[config.mk]
export PLATFORM = sky130hd
export DESIGN_NAME = spi_slave_xcvr_flat
export DESIGN_NICKNAME = d
export VERILOG_FILES = /design/src/rtl/spi_pkg.sv /design/src/rtl/spi_slave_xcvr_if.sv /design/src/rtl/spi_sync_edge.sv /design/src/rtl/spi_slave_xcvr.sv /design/src/flat_wrapper.sv
export SDC_FILE = /design/constraint.sdc
export NUM_CORES = 1
export LEC_CHECK = 0
export ABC_AREA = 1
export CORE_MARGIN = 2
export CORE_UTILIZATION = 45
export DETAILED_ROUTE_END_ITERATION = 6
export HOLD_SLACK_MARGIN = 0.12
export PLACE_DENSITY_LB_ADDON = 0.2
export SYNTH_ARGS = -nofsm -noshare
export SYNTH_HDL_FRONTEND = slang
export SYNTH_HIERARCHICAL = 1
export SYNTH_SLANG_ARGS = --single-unit
[constraint.sdc]
create_clock -name i_Clk -period 4.15 [get_ports i_Clk]
set_input_delay 1.245 -clock i_Clk [delete_from_list [all_inputs] [get_ports i_Clk]]
set_output_delay 1.245 -clock i_Clk [all_outputs]
set_load 0.02 [all_outputs]
[src/rtl/spi_pkg.sv]
// Shared definitions for the SPI peripheral-side transceiver.
package spi_pkg;

    // Width of the per-byte bit counter (counts 0..7).
    localparam int unsigned BIT_CNT_W = 3;
    localparam logic [BIT_CNT_W-1:0] BIT_CNT_LAST = 3'd7;

    // Link state: IDLE while CS_n is high, ACTIVE while a frame is open.
    typedef enum logic {
        StIdle,
        StActive
    } spi_state_e;

    // Clock polarity: idle level of SCLK.
    function automatic logic cpol_of(input int unsigned mode);
        return mode[1];
    endfunction

    // Clock phase: 0 samples on the leading edge, 1 on the trailing edge.
    function automatic logic cpha_of(input int unsigned mode);
        return mode[0];
    endfunction

endpackage

[src/rtl/spi_slave_xcvr_if.sv]
// Bus bundle between an SPI target transceiver and its surroundings.
// The slave modport is the transceiver's view; master is the far side.
interface spi_slave_xcvr_if;

    logic       i_SPI_Clk;
    logic       i_SPI_MOSI;
    logic       i_SPI_CS_n;
    logic       o_SPI_MISO;
    logic [7:0] i_TX_Byte;
    logic       i_TX_DV;
    logic       o_TX_Ready;
    logic [7:0] o_RX_Byte;
    logic       o_RX_DV;
    logic       o_Frame_Err;
    logic       o_Busy;

    modport slave (
        input  i_SPI_Clk,
        input  i_SPI_MOSI,
        input  i_SPI_CS_n,
        input  i_TX_Byte,
        input  i_TX_DV,
        output o_SPI_MISO,
        output o_TX_Ready,
        output o_RX_Byte,
        output o_RX_DV,
        output o_Frame_Err,
        output o_Busy
    );

    modport master (
        output i_SPI_Clk,
        output i_SPI_MOSI,
        output i_SPI_CS_n,
        output i_TX_Byte,
        output i_TX_DV,
        input  o_SPI_MISO,
        input  o_TX_Ready,
        input  o_RX_Byte,
        input  o_RX_DV,
        input  o_Frame_Err,
        input  o_Busy
    );

endinterface

[src/rtl/spi_sync_edge.sv]
// Two-flop synchroniser for an asynchronous input plus rise/fall detection
// on the synchronised level. Edge strobes last exactly one i_Clk cycle.
module spi_sync_edge #(
    parameter logic RESET_VAL = 1'b0
) (
    input  logic i_Clk,
    input  logic reset_i,
    input  logic i_Async,
    output logic o_Sync,
    output logic o_Rise,
    output logic o_Fall
);

    logic r_meta;
    logic r_sync;
    logic r_prev;

    // Synchronise and keep one cycle of history for edge detection.
    always_ff @(posedge i_Clk or posedge reset_i) begin
        if (reset_i) begin
            r_meta <= RESET_VAL;
            r_sync <= RESET_VAL;
            r_prev <= RESET_VAL;
        end else begin
            r_meta <= i_Async;
            r_sync <= r_meta;
            r_prev <= r_sync;
        end
    end

    assign o_Sync = r_sync;
    assign o_Rise = r_sync & ~r_prev;
    assign o_Fall = ~r_sync & r_prev;

endmodule

[src/rtl/spi_slave_xcvr.sv]
// SPI target transceiver: oversamples SCLK/MOSI/CS_n on i_Clk, deserialises
// MOSI into bytes and serialises a locally supplied byte onto MISO.
module spi_slave_xcvr
    import spi_pkg::*;
#(
    parameter int unsigned SPI_MODE     = 0,
    parameter int unsigned IDLE_TIMEOUT = 64,
    parameter logic [7:0]  DEFAULT_TX   = 8'hFF
) (
    input  logic            i_Clk,
    input  logic            reset_i,
    spi_slave_xcvr_if.slave io_Spi
);

    localparam logic CPOL = cpol_of(SPI_MODE);
    localparam logic CPHA = cpha_of(SPI_MODE);

    localparam int unsigned    TO_W    = (IDLE_TIMEOUT > 1) ? $clog2(IDLE_TIMEOUT + 1) : 1;
    localparam logic [TO_W-1:0] TO_LAST = TO_W'(IDLE_TIMEOUT - 1);
    localparam logic [TO_W-1:0] TO_MAX  = TO_W'(IDLE_TIMEOUT);
    localparam logic            TO_EN   = (IDLE_TIMEOUT != 0);

    // Synchronised inputs and edges
    logic w_sclk_sync, w_sclk_rise, w_sclk_fall;
    logic w_cs_n, w_cs_rise, w_cs_fall;
    logic r_mosi_meta, r_mosi_sync;
    logic w_lead, w_trail, w_sample_edge, w_shift_edge, w_any_edge;

    // FSM and control strobes
    spi_state_e r_state, w_state_next;
    logic w_start, w_abort, w_sample, w_shift, w_timeout, w_wrap, w_load;

    // Datapath registers
    logic [BIT_CNT_W-1:0] r_bit_cnt;
    logic [6:0]           r_rx_shift;
    logic [7:0]           w_rx_next;
    logic [7:0]           r_rx_byte;
    logic                 r_rx_done;
    logic                 r_rx_dv;
    logic                 r_frame_err;
    logic [TO_W-1:0]      r_idle_cnt;
    logic [7:0]           r_hold;
    logic                 r_hold_full;
    logic [7:0]           w_load_byte;
    logic [7:0]           r_tx_shift;
    logic                 r_miso;

    spi_sync_edge #(
        .RESET_VAL (CPOL)
    ) u_sync_sclk (
        .i_Clk   (i_Clk),
        .reset_i (reset_i),
        .i_Async (io_Spi.i_SPI_Clk),
        .o_Sync  (w_sclk_sync),
        .o_Rise  (w_sclk_rise),
        .o_Fall  (w_sclk_fall)
    );

    spi_sync_edge #(
        .RESET_VAL (1'b1)
    ) u_sync_cs (
        .i_Clk   (i_Clk),
        .reset_i (reset_i),
        .i_Async (io_Spi.i_SPI_CS_n),
        .o_Sync  (w_cs_n),
        .o_Rise  (w_cs_rise),
        .o_Fall  (w_cs_fall)
    );

    // Only the levels of CS_n and the edges of SCLK drive the logic.
    logic w_unused_sync;
    assign w_unused_sync = ^{w_sclk_sync, w_cs_rise, w_cs_fall};

    // MOSI needs no edge detect, so it gets a plain two-flop synchroniser.
    always_ff @(posedge i_Clk or posedge reset_i) begin
        if (reset_i) begin
            r_mosi_meta <= 1'b0;
            r_mosi_sync <= 1'b0;
        end else begin
            r_mosi_meta <= io_Spi.i_SPI_MOSI;
            r_mosi_sync <= r_mosi_meta;
        end
    end

    // Leading edge moves SCLK away from its idle level.
    assign w_lead        = CPOL ? w_sclk_fall : w_sclk_rise;
    assign w_trail       = CPOL ? w_sclk_rise : w_sclk_fall;
    assign w_sample_edge = CPHA ? w_trail : w_lead;
    assign w_shift_edge  = CPHA ? w_lead : w_trail;
    assign w_any_edge    = w_sclk_rise | w_sclk_fall;

    // State register.
    always_ff @(posedge i_Clk or posedge reset_i) begin
        if (reset_i) begin
            r_state <= StIdle;
        end else begin
            r_state <= w_state_next;
        end
    end

    // Next state and per-cycle control strobes.
    always_comb begin
        w_state_next = r_state;
        w_start      = 1'b0;
        w_abort      = 1'b0;
        w_sample     = 1'b0;
        w_shift      = 1'b0;
        w_timeout    = 1'b0;
        unique case (r_state)
            StIdle: begin
                if (!w_cs_n) begin
                    w_state_next = StActive;
                    w_start      = 1'b1;
                end
            end
            StActive: begin
                if (w_cs_n) begin
                    w_state_next = StIdle;
                    w_abort      = (r_bit_cnt != '0);
                end else begin
                    w_sample  = w_sample_edge;
                    w_shift   = w_shift_edge;
                    w_timeout = TO_EN && (r_idle_cnt == TO_LAST) && (r_bit_cnt != '0)
                                && !w_any_edge;
                end
            end
            default: w_state_next = StIdle;
        endcase
        w_wrap = w_sample && (r_bit_cnt == BIT_CNT_LAST);
        w_load = w_start || w_wrap;
    end

    assign w_rx_next = {r_rx_shift, r_mosi_sync};

    // Bit counter and receive shifter; an abort or timeout drops the partial byte.
    always_ff @(posedge i_Clk or posedge reset_i) begin
        if (reset_i) begin
            r_bit_cnt  <= '0;
            r_rx_shift <= '0;
        end else if (w_abort || w_timeout) begin
            r_bit_cnt  <= '0;
        end else if (w_sample) begin
            r_rx_shift <= w_rx_next[6:0];
            r_bit_cnt  <= r_bit_cnt + 1'b1;
        end
    end

    // Received byte capture, delayed valid strobe and frame-error strobe.
    always_ff @(posedge i_Clk or posedge reset_i) begin
        if (reset_i) begin
            r_rx_byte   <= '0;
            r_rx_done   <= 1'b0;
            r_rx_dv     <= 1'b0;
            r_frame_err <= 1'b0;
        end else begin
            if (w_wrap) begin
                r_rx_byte <= w_rx_next;
            end
            r_rx_done   <= w_wrap;
            r_rx_dv     <= r_rx_done;
            r_frame_err <= w_abort;
        end
    end

    // Cycles since the last SCLK edge while a frame is open; saturates.
    always_ff @(posedge i_Clk or posedge reset_i) begin
        if (reset_i) begin
            r_idle_cnt <= '0;
        end else if ((r_state != StActive) || w_any_edge) begin
            r_idle_cnt <= '0;
        end else if (r_idle_cnt != TO_MAX) begin
            r_idle_cnt <= r_idle_cnt + 1'b1;
        end
    end

    // A byte offered in the very cycle an empty holding register is drained
    // bypasses it and goes straight into the shifter.
    assign w_load_byte = r_hold_full ? r_hold
                       : (io_Spi.i_TX_DV ? io_Spi.i_TX_Byte : DEFAULT_TX);

    // TX holding register.
    always_ff @(posedge i_Clk or posedge reset_i) begin
        if (reset_i) begin
            r_hold      <= '0;
            r_hold_full <= 1'b0;
        end else if (w_load) begin
            r_hold_full <= 1'b0;
        end else if (io_Spi.i_TX_DV && !r_hold_full) begin
            r_hold      <= io_Spi.i_TX_Byte;
            r_hold_full <= 1'b1;
        end
    end

    // TX shifter and MISO. CPHA=0 presents the MSB at byte start and skips the
    // trailing edge that closes a byte; CPHA=1 presents each bit on a leading edge.
    always_ff @(posedge i_Clk or posedge reset_i) begin
        if (reset_i) begin
            r_tx_shift <= DEFAULT_TX;
            r_miso     <= DEFAULT_TX[7];
        end else if (w_load) begin
            r_tx_shift <= w_load_byte;
            if (!CPHA) begin
                r_miso <= w_load_byte[7];
            end
        end else if (w_shift) begin
            if (CPHA) begin
                r_miso     <= r_tx_shift[7];
                r_tx_shift <= {r_tx_shift[6:0], 1'b0};
            end else if (r_bit_cnt != '0) begin
                r_miso     <= r_tx_shift[6];
                r_tx_shift <= {r_tx_shift[6:0], 1'b0};
            end
        end
    end

    assign io_Spi.o_SPI_MISO  = r_miso;
    assign io_Spi.o_TX_Ready  = ~r_hold_full;
    assign io_Spi.o_RX_Byte   = r_rx_byte;
    assign io_Spi.o_RX_DV     = r_rx_dv;
    assign io_Spi.o_Frame_Err = r_frame_err;
    assign io_Spi.o_Busy      = (r_state == StActive);

endmodule

[src/flat_wrapper.sv]
// flat-port wrapper written by rule: the top's interface ports become plain ports
module spi_slave_xcvr_flat import spi_pkg::*;
#(
    parameter int unsigned SPI_MODE     = 0,
    parameter int unsigned IDLE_TIMEOUT = 64,
    parameter logic [7:0]  DEFAULT_TX   = 8'hFF
)
  (i_Clk, reset_i, io_Spi_i_SPI_Clk, io_Spi_i_SPI_MOSI, io_Spi_i_SPI_CS_n, io_Spi_i_TX_Byte, io_Spi_i_TX_DV, io_Spi_o_SPI_MISO, io_Spi_o_TX_Ready, io_Spi_o_RX_Byte, io_Spi_o_RX_DV, io_Spi_o_Frame_Err, io_Spi_o_Busy);
  spi_slave_xcvr_if io_Spi_i ();
  input  logic i_Clk;
  input  logic reset_i;
  input wire logic [$bits(io_Spi_i.i_SPI_Clk)-1:0] io_Spi_i_SPI_Clk;
  input wire logic [$bits(io_Spi_i.i_SPI_MOSI)-1:0] io_Spi_i_SPI_MOSI;
  input wire logic [$bits(io_Spi_i.i_SPI_CS_n)-1:0] io_Spi_i_SPI_CS_n;
  input wire logic [$bits(io_Spi_i.i_TX_Byte)-1:0] io_Spi_i_TX_Byte;
  input wire logic [$bits(io_Spi_i.i_TX_DV)-1:0] io_Spi_i_TX_DV;
  output wire logic [$bits(io_Spi_i.o_SPI_MISO)-1:0] io_Spi_o_SPI_MISO;
  output wire logic [$bits(io_Spi_i.o_TX_Ready)-1:0] io_Spi_o_TX_Ready;
  output wire logic [$bits(io_Spi_i.o_RX_Byte)-1:0] io_Spi_o_RX_Byte;
  output wire logic [$bits(io_Spi_i.o_RX_DV)-1:0] io_Spi_o_RX_DV;
  output wire logic [$bits(io_Spi_i.o_Frame_Err)-1:0] io_Spi_o_Frame_Err;
  output wire logic [$bits(io_Spi_i.o_Busy)-1:0] io_Spi_o_Busy;
  assign io_Spi_i.i_SPI_Clk = io_Spi_i_SPI_Clk;
  assign io_Spi_i.i_SPI_MOSI = io_Spi_i_SPI_MOSI;
  assign io_Spi_i.i_SPI_CS_n = io_Spi_i_SPI_CS_n;
  assign io_Spi_i.i_TX_Byte = io_Spi_i_TX_Byte;
  assign io_Spi_i.i_TX_DV = io_Spi_i_TX_DV;
  assign io_Spi_o_SPI_MISO = io_Spi_i.o_SPI_MISO;
  assign io_Spi_o_TX_Ready = io_Spi_i.o_TX_Ready;
  assign io_Spi_o_RX_Byte = io_Spi_i.o_RX_Byte;
  assign io_Spi_o_RX_DV = io_Spi_i.o_RX_DV;
  assign io_Spi_o_Frame_Err = io_Spi_i.o_Frame_Err;
  assign io_Spi_o_Busy = io_Spi_i.o_Busy;
  spi_slave_xcvr #(.SPI_MODE(SPI_MODE), .IDLE_TIMEOUT(IDLE_TIMEOUT), .DEFAULT_TX(DEFAULT_TX)) u_core (.i_Clk(i_Clk), .reset_i(reset_i), .io_Spi(io_Spi_i));
endmodule
==> results of run 1 <==
-- metrics by stage --
stage,worst slack (ps),instances,utilization
CTS,1400,352,0.542
finish,1420,352,0.542
detailed placement,1490,344,0.525
global placement,1530,344,0.525
global route,1340,352,0.542
floorplan,1770,252,-
-- report_power, final --
part	switching, W	total, W	leakage [nW]	internal, W
Combinational	0.000112	0.000191	0.604	0.0000784
Clock	0.000168	0.000285	0.0439	0.000117
Sequential	0.0000405	0.000634	0.669	0.000593
Total	0.000321	0.00111	1.32	0.000788
-- metal layers --
layer / up-vias / global-route usage / routed length, um
met4: 0 / 0.0491 / 51
met3: 6 / 0.0379 / 160
met5: - / 0 / 0
met2: 23 / 0.245 / 1760
li1: 861 / - / -
met1: 753 / 0.214 / 2070
-- sequential cells by signal, summed over array words and instances (netlist names) --
signal and flops:
u_core/io_Spi.o_Busy 1, u_core/io_Spi.o_Frame_Err 1, u_core/io_Spi.o_RX_Byte 8, u_core/io_Spi.o_RX_DV 1, u_core/io_Spi.o_SPI_MISO 1, u_core/r_bit_cnt 3, u_core/r_hold 8, u_core/r_hold_full 1
u_core/r_idle_cnt 7, u_core/r_mosi_meta 1, u_core/r_mosi_sync 1, u_core/r_rx_done 1, u_core/r_rx_shift 7, u_core/r_tx_shift 7, u_core/u_sync_cs/o_Sync 1, u_core/u_sync_cs/r_meta 1
u_core/u_sync_sclk/o_Sync 1, u_core/u_sync_sclk/r_meta 1, u_core/u_sync_sclk/r_prev 1
-- area by class of cell --
cell class                 count  area, sq um
multi-input combinational    158          817
clock buffer                   5         68.8
timing repair buffer          26          260
sequential                    53         1340
tap                           70         87.6
fill                         464         2310
inverter                      37          141
clock inverter                 3         17.5
-- worst paths after layout --
path                                              to           startpoint  cells after the start  slack [ps]
max reg2reg                         u_core/r_hold[5]  u_core/r_bit_cnt[0]                      8        2380
min reg2reg                    u_core/io_Spi.o_RX_DV     u_core/r_rx_done                      0         360
max in group asynchronous       u_core/r_rx_shift[0]              reset_i                      2        2000
min                            u_core/io_Spi.o_RX_DV     u_core/r_rx_done                      0         360
min in group asynchronous  u_core/u_sync_sclk/r_prev              reset_i                      2        1180
max                                io_Spi_o_TX_Ready   u_core/r_hold_full                      2        1420
-- worst max-delay path: stages (launching register included) --
cell,delay (ps)
dfrtp_1,400
inv_2,150
clkdlybuf4s50_1,630
-- cell usage in the layout (no fill, tap or decap), types with 2 or more instances in the layout --
cell type and count:
nand4_1 6, o21ai_0 17, o21ai_2 7, clkdlybuf4s50_1 26
nand3_1 22, nor2_1 16, ha_1 5, dfstp_2 10
inv_1 34, clkbuf_8 5, nor2_2 2, nand2_1 62
a21oi_1 9, dfrtp_1 43, clkinv_2 2, nand2_4 2
inv_2 2, nand2_2 4
==> results.yml, run 1 <==
final_layout:
  design_area_sq_um: 2730
  diodes: 0
  drive_above_1_share: 0.138
  nets: 300
  areaGrowthSynthToFinish_pct: 17.1
global_route:
  grt_pass1_vias: 1580
  track_usage: 0.155
  antenna_found_initial: 0
  grt_max_degree: 49
  grt_pass1_wl_mm: 7.28
  overflow: 0
sta:
  tns_ps: 0
  finalHoldViolations: 0
  max_freq_mhz: 366
  fin_crit_sh: 0.659
  tightest_slew_ps: 978
  hold-worst-slack_ps: 355
  slew_viol_final: 0
  relSlewSlack: 0.347
  rsz0062_at_grt: "false"
  setup_violations: 0
  min_period_ps: 2730
  skew_ps: 2.86
critical_path:
  cp_data_required_time_ps: 2900
  arrival_ps: 1490
  worstSetupStartpointType: "flop"
  critPathCaptureType: "output port"
  crit_type: "reg2out"
  crit_path_max_fanout: 10
placed_design:
  placed_area_sq_um: 2650
  port_buffers: 26
  gp_congestion: 0.748
  hpwlAfterDp_mm: 2.82
clocking:
  cts_max_level: 2
  postCtsSetupRepairBufs: 0
  clock-root-buffer: "clkbuf_8"
  max-clock-path-buffers: 2
  ctsResizeCount: 0
  hold_buffers: 0
  clkTransAtPathRegs_ps: 90
  cts_tree: "yes"
  numCtsBuffers: 5
  clock-sinks: 53
  clk_latency_ps: 300
pwr:
  p_total_w: 0.00111
  p_leak_nw: 1.32
  pwr_density_cell_nw_per_um2: 406
  max-vdd-ir-drop_uv: 253
drt:
  dr.pass1.iters: 4
  drc: 0
  vias: 1643
  wl_per_cell_um: 11.5
  drt-total-wl_mm: 4.04
  drt_iter0_drc: 75
  viasPerCell: 4.67
  ant_nets: 0
yosys:
  syn_avg_cell_area_sq_um: 9.26
  synthCells: 252
  yosys_warnings: 6
  synth_area_sq_um: 2330
  synth_nets: 271
die:
  die_y_um: 76.0
  die_x_um: 76.0
  ios: 27
  num_rows: 26
  die_area_sq_um: 5780
  start_util: 0.463
  core_sq_um: 5040
job:
  drv_cap: 0
run_status:
  status: "completed"
min_path:
  hold_path_class: "reg2reg"
Power figures use the tool's default switching activity.
==> inputs of run 2 (changes only) <==
clock period = 2.22 ns   (was 4.15 ns; I/O delays follow)
==> results.yml, run 2 (synthesis results as in run 1) <==
final_layout:
  nets: 304
  areaGrowthSynthToFinish_pct: 20.3
  diodes: 0
  finalNonFillerCells: 356
  drive_above_1_share: 0.147
  mostFrequentLayoutCell: "nand2_1"
  fillers: 459
  mostFrequentLayoutCells: "62 x nand2_1, 43 x dfrtp_1, 34 x inv_1, 25 x clkdlybuf4s50_1, 22 x nand3_1"
sta:
  finalHoldViolations: 0
  tightest_slew_ps: 533
  relSlewSlack: 0.644
  min_period_ps: 2100
  setup_violations: 0
  max_freq_mhz: 475
  rsz0062_at_grt: "false"
  tns_ps: 0
  skew_ps: 7.63
  fin_crit_sh: 0.948
  slew_viol_final: 0
clocking:
  numCtsBuffers: 5
  clkTransAtPathRegs_ps: 90
  max-clock-path-buffers: 2
  clk_latency_ps: 300
  clock-root-buffer: "clkbuf_8"
  cts_tree: "yes"
  cts_max_level: 2
  hold_buffers: 0
  clock-sinks: 53
critical_path:
  path_delay_family: "buffers and inverters"
  slowest_delay_ps: 600
  crit_path_max_fanout: 2
  cp_slowest_cell: "clkdlybuf4s50_1"
  crit_buf_inv: 1
  critPathCaptureType: "output port"
  rrSetupSlack_ps: 450
  crit_type: "reg2out"
  worstSetupStartpointType: "flop"
  cp_data_required_time_ps: 1550
  path_cells: "clkdlybuf4s50_1"
  arrival_ps: 1440
die:
  core_sq_um: 5040
  num_rows: 26
  die_y_um: 76.0
  die_x_um: 76.0
  ios: 27
  start_util: 0.463
  die_area_sq_um: 5780
drt:
  drt-total-wl_mm: 3.97
  dr.pass1.iters: 4
  drc: 0
  wl_per_cell_um: 11.2
  ant_nets: 0
  vias: 1650
  viasPerCell: 4.63
  drt_iter0_drc: 119
global_route:
  grt_max_degree: 20
  overflow: 0
  grt_pass1_vias: 1644
  track_usage: 0.155
  grt_pass1_wl_mm: 7.31
  antenna_found_initial: 0
placed_design:
  gp_congestion: 0.821
  place_inst: 348
  hpwlAfterDp_mm: 2.88
  port_buffers: 26
pwr:
  max-vdd-ir-drop_uv: 420
  p_leak_nw: 1.37
  pwr_density_cell_nw_per_um2: 789
run_status:
  status: "completed"
job:
  drv_cap: 0
min_path:
  hold_path_class: "reg2reg"
[run 2: changes by cell type in the layout (fill, tap and decap cells not counted), sizes merged]
cell / previous run / this run
clkbuf: 5 / 7
bufinv: 0 / 1
dlymetal6s2s: 0 / 1
clkdlybuf4s50: 26 / 25
clkinvlp: 1 / 0
buf: 0 / 4
clkinv: 2 / 0
[run 2: what timing repair did]
item,CTS,global route
setup endpoints to repair,0,1
resized for setup,0,1
endpoints found under the hold margin,0,0
setup buffers,0,0
[run 2: path summary, 6_finish.rpt]
check	startpoint	to	cells past startpoint
max	u_core/io_Spi.o_SPI_MISO	io_Spi_o_SPI_MISO	1
min	u_core/r_rx_done	u_core/io_Spi.o_RX_DV	0
max reg2reg	u_core/r_bit_cnt[0]	u_core/r_hold[5]	8
min reg2reg	u_core/r_rx_done	u_core/io_Spi.o_RX_DV	0
max in group asynchronous	reset_i	u_core/r_idle_cnt[4]	3
min in group asynchronous	reset_i	u_core/u_sync_sclk/r_meta	2
[run 2: routing by layer]
metal  wire (um)  GRT usage
met4          26     0.0527
met5           0          0
met2        1850      0.248
met1        1960      0.208
met3         138     0.0391
[run 2: area by class of cell]
type | instances | area [sq um] | area share
Sequential cell | 53 | 1340 | 0.477
Timing Repair Buffer | 30 | 305 | 0.109
Inverter | 37 | 141 | 0.0504
Clock buffer | 7 | 86.3 | 0.0308
Multi-Input combinational cell | 158 | 817 | 0.291
Clock inverter | 1 | 30.0 | 0.0107
Tap cell | 70 | 87.6 | 0.0312
[run 2: report_power, final]
part	internal [W]	switching (W)	leakage, nW	total, W
Sequential	0.00111	0.0000754	0.669	0.00118
Combinational	0.000153	0.000214	0.640	0.000367
Clock	0.000368	0.000296	0.0585	0.000664
[run 2: per-stage QoR]
stage	cell area [sq um]	setup slack [ps]	power [W]	util	hold slack (ps)
finish	2810	116	0.00221	0.557	353
global placement	2690	373	0.00156	0.533	332
CTS	2800	46.8	0.00225	0.556	360
global route	2810	70.3	0.00235	0.557	365
detailed placement	2690	352	0.00157	0.533	340
floorplan	2330	423	0.00145	-	331
==> inputs of run 3 (changes only) <==
CORE_UTILIZATION = 50   (was 45)
==> results.yml, run 3 (synthesis results as in run 1) <==
placed_design:
  hpwlAfterDp_mm: 2.79
  port_buffers: 26
  gp_congestion: 0.799
drt:
  drt_iter0_drc: 104
  drt-total-wl_mm: 3.96
  viasPerCell: 4.97
  vias: 1669
  ant_nets: 0
  dr.pass1.iters: 4
  drc: 0
  wl_per_cell_um: 11.8
clocking:
  cts_max_level: 2
  clock-root-buffer: "clkbuf_8"
  clk_latency_ps: 300
  postCtsSetupRepairBufs: 0
  clock-sinks: 53
  cts_tree: "yes"
  max-clock-path-buffers: 2
  hold_buffers: 0
  ctsResizeCount: 0
  clkTransAtPathRegs_ps: 90
  numCtsBuffers: 5
global_route:
  overflow: 0
  grt_pass1_wl_mm: 7.04
  antenna_found_initial: 0
  grt_max_degree: 49
  grt_pass1_vias: 1620
  track_usage: 0.173
critical_path:
  path_delay_family: "buffers and inverters"
  crit_path_max_fanout: 7
  arrival_ps: 1460
  path_cells: "clkdlybuf4s50_1"
  setup.worst_path.start: "u_core/io_Spi.o_Busy"
  cp_slowest_cell: "clkdlybuf4s50_1"
  crit_type: "reg2out"
  slowest_delay_ps: 660
  cp_data_required_time_ps: 1550
  critPathCaptureType: "output port"
  regToRegStartpoint: "u_core/r_bit_cnt[0]"
  crit_buf_inv: 1
  worstSetupStartpointType: "flop"
final_layout:
  drive_above_1_share: 0.141
  area.sequential_sq_um: 1340
  diodes: 0
  nets: 302
  fillers: 363
  areaGrowthSynthToFinish_pct: 18.3
  mostFrequentLayoutCell: "nand2_1"
  multiInputGateArea_sq_um: 817
  mostFrequentLayoutCells: "62 x nand2_1, 43 x dfrtp_1, 34 x inv_1, 26 x clkdlybuf4s50_1, 22 x nand3_1"
  final_core_util: 0.626
pwr:
  pwr_density_cell_nw_per_um2: 795
  p_leak_nw: 1.34
  max-vdd-ir-drop_uv: 569
  p_total_w: 0.00220
job:
  drv_cap: 0
sta:
  tightest_slew_ps: 551
  slew_viol_final: 0
  finalHoldViolations: 0
  fin_crit_sh: 0.957
  skew_ps: 7.74
  relSlewSlack: 0.632
  min_period_ps: 2120
  setup_violations: 0
  max_freq_mhz: 471
  rsz0062_at_grt: "false"
  tns_ps: 0
die:
  die_y_um: 72.3
  die_area_sq_um: 5230
  start_util: 0.529
  die_x_um: 72.3
  core_sq_um: 4410
  num_rows: 24
  ios: 27
min_path:
  hold_path_class: "reg2reg"
  min_from: "u_core/u_sync_sclk/r_meta"
run_status:
  status: "completed"
-- run 3: worst paths after layout --
kind / to / slack, ps / depth (start not counted)
worst max-delay path: io_Spi_o_Busy / 100 / 1
worst min-delay path: u_core/u_sync_sclk/o_Sync / 350 / 0
worst max register to register: u_core/r_hold[4] / 470 / 8
worst min register to register: u_core/u_sync_sclk/o_Sync / 350 / 0
max in group asynchronous: u_core/r_tx_shift[1] / 1170 / 3
min in group asynchronous: u_core/u_sync_sclk/r_meta / 590 / 2
-- run 3: per-stage QoR --
stage | hold WS [ps] | std cells | setup WS [ps] | instance area, sq um
finish | 354 | 336 | 95.0 | 2760
global route | 366 | 336 | 26.7 | 2760
CTS | 357 | 336 | 72.2 | 2760
detailed placement | 335 | 328 | 182 | 2650
global placement | 333 | 328 | 233 | 2650
floorplan | 331 | 252 | 423 | 2330
-- run 3: final cells by class --
| type | instances | share of cell area |
|---|---|---|
| Clock inverter | 2 | 0.0140 |
| Clock buffer | 6 | 0.0263 |
| Inverter | 37 | 0.0512 |
| Multi-Input combinational cell | 158 | 0.296 |
| Timing Repair Buffer | 28 | 0.104 |
| Tap cell | 52 | 0.0236 |
| Sequential cell | 53 | 0.485 |
-- run 3: where the power goes --
group	total [W]	internal (W)	switching (W)	leakage, nW
combinational	0.000372	0.000154	0.000218	0.619
clock	0.000643	0.000339	0.000305	0.0554
sequential	0.00118	0.00111	0.0000718	0.669
total	0.00220	0.00160	0.000595	1.34
-- run 3: metal layers --
metal	share of wire	routed length (um)	track usage
met5	0	0	0
met2	0.47	1880	0.286
met4	0.012	49	0.0587
met1	0.47	1860	0.223
met3	0.042	165	0.0417
